--- src/rtl/rtc_pkg.sv ---
// Shared definitions for the RTC read path: bus addresses, demux selector
// codes and the read sequencer state encoding.
package rtc_pkg;

    // RTC register addresses on the multiplexed AD bus
    localparam logic [7:0] RTC_ADDR_SEG_R = 8'h21;
    localparam logic [7:0] RTC_ADDR_MIN_R = 8'h22;
    localparam logic [7:0] RTC_ADDR_HOR_R = 8'h23;
    localparam logic [7:0] RTC_ADDR_DAY   = 8'h24;
    localparam logic [7:0] RTC_ADDR_MON   = 8'h25;
    localparam logic [7:0] RTC_ADDR_YEA   = 8'h26;
    localparam logic [7:0] RTC_ADDR_SEG_T = 8'h41;
    localparam logic [7:0] RTC_ADDR_MIN_T = 8'h42;
    localparam logic [7:0] RTC_ADDR_HOR_T = 8'h43;

    // Demux selector indices; SEL_IDLE never matches a demux register
    localparam logic [3:0] SEL_SEG_R = 4'd0;
    localparam logic [3:0] SEL_MIN_R = 4'd1;
    localparam logic [3:0] SEL_HOR_R = 4'd2;
    localparam logic [3:0] SEL_DAY   = 4'd3;
    localparam logic [3:0] SEL_MON   = 4'd4;
    localparam logic [3:0] SEL_YEA   = 4'd5;
    localparam logic [3:0] SEL_SEG_T = 4'd6;
    localparam logic [3:0] SEL_MIN_T = 4'd7;
    localparam logic [3:0] SEL_HOR_T = 4'd8;
    localparam logic [3:0] SEL_IDLE  = 4'hF;

    typedef enum logic [2:0] {
        ST_IDLE  = 3'd0,
        ST_ADDR  = 3'd1,
        ST_AHOLD = 3'd2,
        ST_DATA  = 3'd3,
        ST_PUB   = 3'd4,
        ST_GAP   = 3'd5
    } state_t;

    // Selector index -> RTC address lookup
    function automatic logic [7:0] rtc_addr(input logic [3:0] idx);
        logic [7:0] a;
        case (idx)
            SEL_SEG_R: a = RTC_ADDR_SEG_R;
            SEL_MIN_R: a = RTC_ADDR_MIN_R;
            SEL_HOR_R: a = RTC_ADDR_HOR_R;
            SEL_DAY:   a = RTC_ADDR_DAY;
            SEL_MON:   a = RTC_ADDR_MON;
            SEL_YEA:   a = RTC_ADDR_YEA;
            SEL_SEG_T: a = RTC_ADDR_SEG_T;
            SEL_MIN_T: a = RTC_ADDR_MIN_T;
            SEL_HOR_T: a = RTC_ADDR_HOR_T;
            default:   a = 8'h00;
        endcase
        return a;
    endfunction

endpackage

--- src/rtl/rtc_phase_timer.sv ---
// Bus phase timer: reloads to T_PHASE-1 on every state change and counts
// down; last is high in the final cycle of the phase.
module rtc_phase_timer #(
    parameter int T_PHASE = 4
) (
    input  logic clk,
    input  logic reset,
    input  logic load,
    output logic last
);

    localparam logic [7:0] LOAD_VAL = 8'(T_PHASE - 1);

    logic [7:0] cnt_q;
    logic [7:0] cnt_d;

    // Reload on phase entry, otherwise count down and stop at zero
    always_comb begin
        cnt_d = cnt_q;
        if (load) begin
            cnt_d = LOAD_VAL;
        end else if (cnt_q != 8'd0) begin
            cnt_d = cnt_q - 8'd1;
        end
    end

    // Counter register
    always_ff @(posedge clk) begin
        if (reset) begin
            cnt_q <= 8'd0;
        end else begin
            cnt_q <= cnt_d;
        end
    end

    assign last = (cnt_q == 8'd0);

endmodule

--- src/rtl/rtc_read_sequencer.sv ---
// Reads the nine time/date/timer bytes from the RTC over its multiplexed
// AD bus and publishes each one to the demux for exactly one cycle.
module rtc_read_sequencer
    import rtc_pkg::*;
#(
    parameter int T_PHASE = 4
) (
    input  logic       clk,
    input  logic       reset,
    input  logic       start,
    input  logic [7:0] ad_in,
    output logic [7:0] ad_out,
    output logic       ad_oe,
    output logic       cs_n,
    output logic       wr_n,
    output logic       rd_n,
    output logic       a_d,
    output logic [7:0] dato,
    output logic [3:0] selector,
    output logic       busy,
    output logic       done
);

    state_t     state_q, state_d;
    logic [3:0] idx_q, idx_d;
    logic [7:0] dato_q, dato_d;
    logic [7:0] ad_out_q, ad_out_d;
    logic [3:0] selector_q, selector_d;
    logic       ad_oe_q, ad_oe_d;
    logic       cs_n_q, cs_n_d;
    logic       wr_n_q, wr_n_d;
    logic       rd_n_q, rd_n_d;
    logic       a_d_q, a_d_d;
    logic       busy_q, busy_d;
    logic       done_q, done_d;

    logic phase_load;
    logic phase_last;

    assign phase_load = (state_d != state_q);

    rtc_phase_timer #(
        .T_PHASE(T_PHASE)
    ) u_phase_timer (
        .clk  (clk),
        .reset(reset),
        .load (phase_load),
        .last (phase_last)
    );

    // Next state, byte index, captured data and the outputs for the next
    // cycle, decoded from the next state so every output is registered
    always_comb begin
        state_d    = state_q;
        idx_d      = idx_q;
        dato_d     = dato_q;
        ad_out_d   = ad_out_q;
        done_d     = 1'b0;

        case (state_q)
            ST_IDLE: begin
                if (start) begin
                    idx_d   = SEL_SEG_R;
                    state_d = ST_ADDR;
                end
            end
            ST_ADDR: begin
                if (phase_last) state_d = ST_AHOLD;
            end
            ST_AHOLD: begin
                if (phase_last) state_d = ST_DATA;
            end
            ST_DATA: begin
                if (phase_last) begin
                    dato_d  = ad_in;
                    state_d = ST_PUB;
                end
            end
            ST_PUB: begin
                state_d = ST_GAP;
            end
            ST_GAP: begin
                if (phase_last) begin
                    if (idx_q == SEL_HOR_T) begin
                        state_d = ST_IDLE;
                        done_d  = 1'b1;
                    end else begin
                        idx_d   = 4'(idx_q + 4'd1);
                        state_d = ST_ADDR;
                    end
                end
            end
            default: begin
                state_d = ST_IDLE;
            end
        endcase

        // Idle bus unless the next state drives something
        cs_n_d     = 1'b1;
        wr_n_d     = 1'b1;
        rd_n_d     = 1'b1;
        a_d_d      = 1'b1;
        ad_oe_d    = 1'b0;
        selector_d = SEL_IDLE;

        case (state_d)
            ST_ADDR: begin
                cs_n_d   = 1'b0;
                wr_n_d   = 1'b0;
                ad_oe_d  = 1'b1;
                ad_out_d = rtc_addr(idx_d);
            end
            ST_AHOLD: begin
                cs_n_d  = 1'b0;
                ad_oe_d = 1'b1;
            end
            ST_DATA: begin
                cs_n_d = 1'b0;
                a_d_d  = 1'b0;
                rd_n_d = 1'b0;
            end
            ST_PUB: begin
                cs_n_d     = 1'b0;
                a_d_d      = 1'b0;
                selector_d = idx_d;
            end
            default: begin
            end
        endcase

        busy_d = (state_d != ST_IDLE);
    end

    // FSM and registered outputs
    always_ff @(posedge clk) begin
        if (reset) begin
            state_q    <= ST_IDLE;
            idx_q      <= 4'd0;
            dato_q     <= 8'h00;
            ad_out_q   <= 8'h00;
            selector_q <= SEL_IDLE;
            ad_oe_q    <= 1'b0;
            cs_n_q     <= 1'b1;
            wr_n_q     <= 1'b1;
            rd_n_q     <= 1'b1;
            a_d_q      <= 1'b1;
            busy_q     <= 1'b0;
            done_q     <= 1'b0;
        end else begin
            state_q    <= state_d;
            idx_q      <= idx_d;
            dato_q     <= dato_d;
            ad_out_q   <= ad_out_d;
            selector_q <= selector_d;
            ad_oe_q    <= ad_oe_d;
            cs_n_q     <= cs_n_d;
            wr_n_q     <= wr_n_d;
            rd_n_q     <= rd_n_d;
            a_d_q      <= a_d_d;
            busy_q     <= busy_d;
            done_q     <= done_d;
        end
    end

    assign ad_out   = ad_out_q;
    assign ad_oe    = ad_oe_q;
    assign cs_n     = cs_n_q;
    assign wr_n     = wr_n_q;
    assign rd_n     = rd_n_q;
    assign a_d      = a_d_q;
    assign dato     = dato_q;
    assign selector = selector_q;
    assign busy     = busy_q;
    assign done     = done_q;

endmodule

--- config.mk ---
export PLATFORM = sky130hd
export DESIGN_NAME = rtc_read_sequencer
export DESIGN_NICKNAME = d
export VERILOG_FILES = /design/src/rtl/rtc_pkg.sv /design/src/rtl/rtc_phase_timer.sv /design/src/rtl/rtc_read_sequencer.sv
export SDC_FILE = /design/constraint.sdc
export NUM_CORES = 1
export LEC_CHECK = 0
export CAP_MARGIN = 10
export CELL_PAD_IN_SITES_DETAIL_PLACEMENT = 0
export CELL_PAD_IN_SITES_GLOBAL_PLACEMENT = 1
export CORE_MARGIN = 1
export CORE_UTILIZATION = 25
export CTS_CLUSTER_DIAMETER = 120
export DETAILED_ROUTE_END_ITERATION = 7
export PLACE_DENSITY = 0.6
export SYNTH_ARGS = -nofsm -noshare
export SYNTH_HDL_FRONTEND = slang
export SYNTH_SLANG_ARGS = --single-unit
--- constraint.sdc ---
create_clock -name clk -period 2.4 [get_ports clk]
set_input_delay 0.24 -clock clk [delete_from_list [all_inputs] [get_ports clk]]
set_output_delay 0.24 -clock clk [all_outputs]
set_load 0.005 [all_outputs]
---- Yosys cells after proc, flatten, opt, wreduce, memory -nomap -nowiden ----
Memories as Yosys holds them, arrays and structs flattened. A register that Yosys moved wholly into a read port is not among the register bits.
Cells that the tools add are included.
word-level totals
  flip-flop bits (word level) ............. 42
  memory bits (read-only) ................. 80
  input bits .............................. 11
  output and inout bits ................... 27
  word-level logic and storage cells ...... 62
  memories ................................ 1
memory list
  name             words  width  rd ports  clocked after Yosys merged registers in  write ports  RTL line       RTL
  (no name shown)  16     5      1         1                                        0            rtc_pkg.sv:40  case (idx)
operators by class
  add/sub/neg operators ................... 2
  equal/unequal tests ..................... 11
  mux-type cells .......................... 19
  bitwise operators ....................... 3
  reduce and logical (&&, ||, !) cells .... 12
operators by type and width
  kind                                              number
  one-hot mux 3 bit (6 select lines)                1
  two-way mux 3 bit                                 5
  == test 3 x 2 -> 1 bit, second input constant     4
  two-way mux 4 bit                                 3
  == test 3 bit, second input constant              3
  zero test 8 bit                                   1
  one-hot mux 4 bit (2 select lines)                1
  nonzero test 8 bit                                1
  OR reduction 2 bit                                4
  subtractor 8 x 1 -> 8 bit, second input constant  1
  two-way mux 1 bit                                 7
  == test 3 x 1 -> 1 bit, second input constant     2
  adder 4 x 1 -> 4 bit, second input constant       1
  == test 4 bit, second input constant              1
  two-way mux 2 bit                                 2
  OR reduction 4 bit                                1
  zero test 3 bit                                   1
  != test 3 bit                                     1
  NOT 1 bit                                         3
  nonzero test 3 bit                                1
  OR reduction 3 bit                                1
  AND reduction 2 bit                               1
  nonzero test 2 bit                                1

---- Depth between registers and ports, before layout ----
  depth in word-level cells ............... 7
  depth in mapped cells ................... 9

---- By module ----
From an unflattened synthesis, not the netlist that was laid out.
unflattened totals
  cell total of the unflattened synthesis .. 215
  area, all modules ....................... 1830.5 um^2
modules (own cells, without submodules)
  module              instances  cells each  area an instance (um^2)  sequential area each (um^2)
  rtc_read_sequencer  1          173         1457.6                   620.6
  rtc_phase_timer     1          42          372.9                    160.2

---- Worst setup path after synthesis ----
Ideal clock, no wire load.
  kind .................................... register to register
  start point ............................. reg state_q[0]
  end point ............................... reg ad_out_q[1], in the netlist ad_out[1]
  library setup time ...................... 135 ps
  data arrival time ....................... 2190 ps
  data required time ...................... 2265 ps
  setup slack ............................. 74 ps
  stages on the path, launching flop included .. 9
  path buffers ............................ 1
  clock period less this slack ............ 2326 ps
  cell sequence ........................... dfxtp_1 clkbuf_1 or4b_1 and2_1 a221oi_2 ha_1 nand4b_1 o211ai_1 a211oi_1
on the way
  cells in the longest elaborated chain, start to end .. 3
  elaborated cells between the ends (all ways) .. 14
  classes of those cells .................. 6 x eq/ne; 7 x mux; 1 x reduce/logical
ends and longest elaborated chain
  item                                   RTL line                   RTL
  start, declared                        rtc_read_sequencer.sv:24   state_t state_q, state_d;
  start signal, assigned                 rtc_read_sequencer.sv:150  state_q <= state_d;
  == test 3 bit (tied with other cells)  rtc_read_sequencer.sv:60   case (state_q)
  one-hot mux 3 bit (6 select lines)     rtc_read_sequencer.sv:60
  == test 3 x 1 -> 1 bit                 rtc_read_sequencer.sv:106  case (state_d)
  end, declared                          rtc_read_sequencer.sv:27   logic [7:0] ad_out_q, ad_out_d;
Several ways; a longest one is shown, not always the timed one.
A chain may end at the register's enable or synchronous reset.

---- Worst setup path in the final report ----
  start point ............................. reg u_phase_timer.cnt_q[0]
  end point ............................... reg ad_out_q[6], in the netlist ad_out[6]
on the way
  cells in the longest elaborated chain, start to end .. 4
  elaborated cells between the ends (all ways) .. 9
  classes of those cells .................. 1 x eq/ne; 7 x mux; 1 x reduce/logical
ends and longest elaborated chain
  item                                         RTL line                   RTL
  start, declared                              rtc_phase_timer.sv:14      logic [7:0] cnt_q;
  start signal, assigned                       rtc_phase_timer.sv:32      cnt_q <= cnt_d;
  zero test 8 bit *                            rtc_phase_timer.sv:36      assign last = (cnt_q == 8'd0);
  two-way mux 3 bit, on equally long branches  -
  one-hot mux 3 bit (6 select lines)           rtc_read_sequencer.sv:60
  == test 3 x 1 -> 1 bit                       rtc_read_sequencer.sv:106
Every way passes the cells marked *; elsewhere a longest branch is shown, timed or not.

==> out/metrics.csv <==
stage;metric;value;unit
global_route;grt_pass1_vias;1652;
global_route;grt_max_degree;18;
finish;fin_nets;289;
synth;ys_seq_area_frac;0.418;
synth;ys.flop_type;dfxtp_1;
synth;yosysWarnings;0;
place;placed_area;2540;um2
finish;antenna_cells;0;
timing;fmax;436;MHz
floorplanning;dieArea;7820;um2
worst_setup_path;cp_slowest_cell;or3b_4;
floorplanning;die_x;88.4;um
floorplanning;dieHeight;88.4;um
synth;yosys.area_share.adder;0.0402;
synth;synth_xor_xnor_area_share;0.0328;
floorplanning;num_rows;31;
global_route;gr-usage-met2;0.215;
finish;syn_to_final_growth;44.4;%
synth;ys_ff_latch;39;
timing;final_max_slew_viol_count;0;
global_route;grt_pass1_wl;8000;um
timing;clock_skew;0.00956;ns
clocking;cts-htree-levels;2;
floorplanning;initial_utilization;0.257;
worst_setup_path;worstSetupPathType;register to register;
worst_setup_path;cp-start-kind;register;
worst_setup_path;critPathCaptureType;register;
synth;synthSimpleGateAreaFrac;0.228;
global_route;met1_usage;0.177;
route;vias;1727;
clocking;root_buffer;clkbuf_8;
timing;holdWs;0.490;ns
finish;instances_no_fill;372;
route;dr.pass1.iters;4;
route;antenna_left;0;
synth;synth_edf_count;0;
finish;drive_gt1_frac;0.205;
worst_setup_path;crit_required;2.63;ns
place;placed_cells;363;
timing;setup_viol;0;
worst_setup_path;critical-path-top-delay-family;compound AO/OA/AOI/OAI gates;
power;power.leakage;1.15;nW
synth;muxShareOfSynthArea;0.0657;
worst_setup_path;crit_chain;inv_1, ha_1, or3b_4, o311a_1, a211o_1, or3_1, a211oi_2;
worst_setup_path;max_stage_delay;0.42;ns
timing;finalHoldViolations;0;
power;pwr_density_cell;1170;nW/um2
floorplanning;io_pins;38;
route;drc;0;
run;maxCapViolCount;0;
clocking;cts_buffer_depth;2;
clocking;clock-sinks;39;
clocking;path_clk_slew;0.09;ns
worst_hold_path;worstHoldPathType;register to register;
clocking;clock_latency;0.30;ns
floorplanning;coreArea;7250;um2
synth;netlist_area;1870;um2
route;routed_wirelength;4770;um
global_route;overflow;0;
global_route;track_usage;0.135;
place;portBuffers;34;
worst_setup_path;crit_buf_inv;1;
clocking;numCtsBuffers;5;
synth;synth_top_family_by_area;simple AND/OR/NAND/NOR gates;
global_route;antenna_found_initial;0;
synth;syn_avg_cell_area;9.11;um2
route;avgViaCountPerCell;4.64;
timing;fin_crit;2.29;ns
global_route;busiest_layer;met2;
outcome;outcome;finished clean;
power;ir_drop;382;uV
synth;synth_cell_types;50;
place;dpl.hpwl;3580;um
finish;final_area;2700;um2
worst_setup_path;critPathMaxFanout;4;
synth;postSynthCellCount;205;
timing;finalCritPeriodShare;0.955;
worst_setup_path;cp.arrival;2.52;ns
timing;rsz0062_at_grt;false;
synth;synth_compound_area_frac;0.163;
synth;async_flop_share;0;
route;wire_per_inst;12.8;um
global_route;use_met3;0.0410;
route;first_iter_violations;67;
place;place_congestion;0.815;
clocking;cts_tree;done;
-- flip-flops by register name, indices dropped and copies added (netlist names), 3 cells and up --
name                 count
idx_q                    4
ad_out                   5
selector                 4
state_q                  3
u_phase_timer.cnt_q      8
dato                     8
-- area by class of cell --
type,count,area (um2)
fill,797,4560
multi-input combinational,146,1030
sequential,39,781
timing repair buffer,70,611
tap,99,124
clock buffer,5,68.8
clock inverter,3,47.5
inverter,10,37.5
-- synthesized netlist by cell type (2+ instances only) --
cell type,number,share of area
buf_4,3,0.012
nor3_1,4,0.011
or3_1,2,0.0067
o21ai_0,4,0.011
nor4_1,3,0.010
and3_1,2,0.0067
mux2_2,2,0.012
a211o_1,3,0.014
buf_1,2,0.0040
nand3_1,8,0.021
clkbuf_1,7,0.014
inv_1,10,0.020
xnor2_1,3,0.014
a21oi_1,12,0.032
dfxtp_1,39,0.42
o311a_1,2,0.011
a211oi_1,4,0.016
nor4bb_1,2,0.011
nand4_1,3,0.010
xor2_1,4,0.019
nand3b_1,3,0.012
ha_1,6,0.040
and3b_1,2,0.0094
nand2_1,13,0.026
nor2b_1,2,0.0067
mux2i_1,10,0.054
nor2_1,24,0.048
a211oi_2,2,0.013
o22ai_1,3,0.010
-- worst paths after layout --
check        depth (start not counted)  slack [ns]                      to                                 from
max reg2reg                          7        0.11  ad_out[6]$_SDFFE_PP0N_  u_phase_timer.cnt_q[0]$_SDFFE_PP0P_
max                                  7        0.11  ad_out[6]$_SDFFE_PP0N_  u_phase_timer.cnt_q[0]$_SDFFE_PP0P_
min                                  2        0.49  ad_out[5]$_SDFFE_PP0N_               ad_out[5]$_SDFFE_PP0N_
min reg2reg                          2        0.49  ad_out[5]$_SDFFE_PP0N_               ad_out[5]$_SDFFE_PP0N_
-- cell usage in the layout (no fill, tap or decap), types with 5 or more instances in the layout --
master | Yosys | final
clkbuf_8 | 0 | 5
ha_1 | 6 | 6
nor2_1 | 24 | 24
nand3_1 | 8 | 8
clkdlybuf4s50_1 | 0 | 34
buf_4 | 3 | 36
mux2i_1 | 10 | 10
nand2_1 | 13 | 13
inv_1 | 10 | 10
a21oi_1 | 12 | 12
dfxtp_1 | 39 | 39
-- stage by stage --
stage	util	TNS [ns]	total power (W)	worst slack, ns
finish	0.372	0	0.00316	0.107
global placement	0.351	-0.200	0.00256	-0.0600
detailed placement	0.351	-0.331	0.00254	-0.120
CTS	0.368	0	0.00315	0.0228
floorplan	-	0	0.00183	0.0744
global route	0.372	0	0.00341	0.00718
-- repair_timing --
action,in CTS,in global routing
buffers inserted,1,0
pin swaps,2,2
gates resized for setup,1,4
endpoints found under the setup margin,2,7
hold buffers,0,0
-- cells by family (layout without fill, tap and decap cells) --
group	Yosys count	after routing
flops	39	39
simple gates	77	77
mux	12	12
fa+ha+maj	6	6
xor+xnor	7	7
other cells	1	3
buf+inv	22	88
compound gates	41	41
-- routing by layer --
metal  routed length, um  part of all wire  vias up
li1                    -                 -      874
met1                2240              0.47      802
met2                2190              0.46       46
met3                 294             0.062        5
met4                  48             0.010        0
met5                   0                 0        -
-- power by group --
group	leakage [nW]	switching [W]	internal [W]	total (W)
Combinational	0.774	0.000855	0.000862	0.00172
Clock	0.0587	0.000267	0.000316	0.000583
Sequential	0.318	0.0000759	0.000787	0.000863
Total	1.15	0.00120	0.00196	0.00316
-- worst register-to-register path, cell delays in order, from the launching register on --
cell	delay (ns)
dfxtp_1	0.32
inv_1	0.07
ha_1	0.18
or3b_4	0.42
o311a_1	0.37
a211o_1	0.33
or3_1	0.34
a211oi_2	0.20
Note: power is estimated with default switching activity, not from simulation.
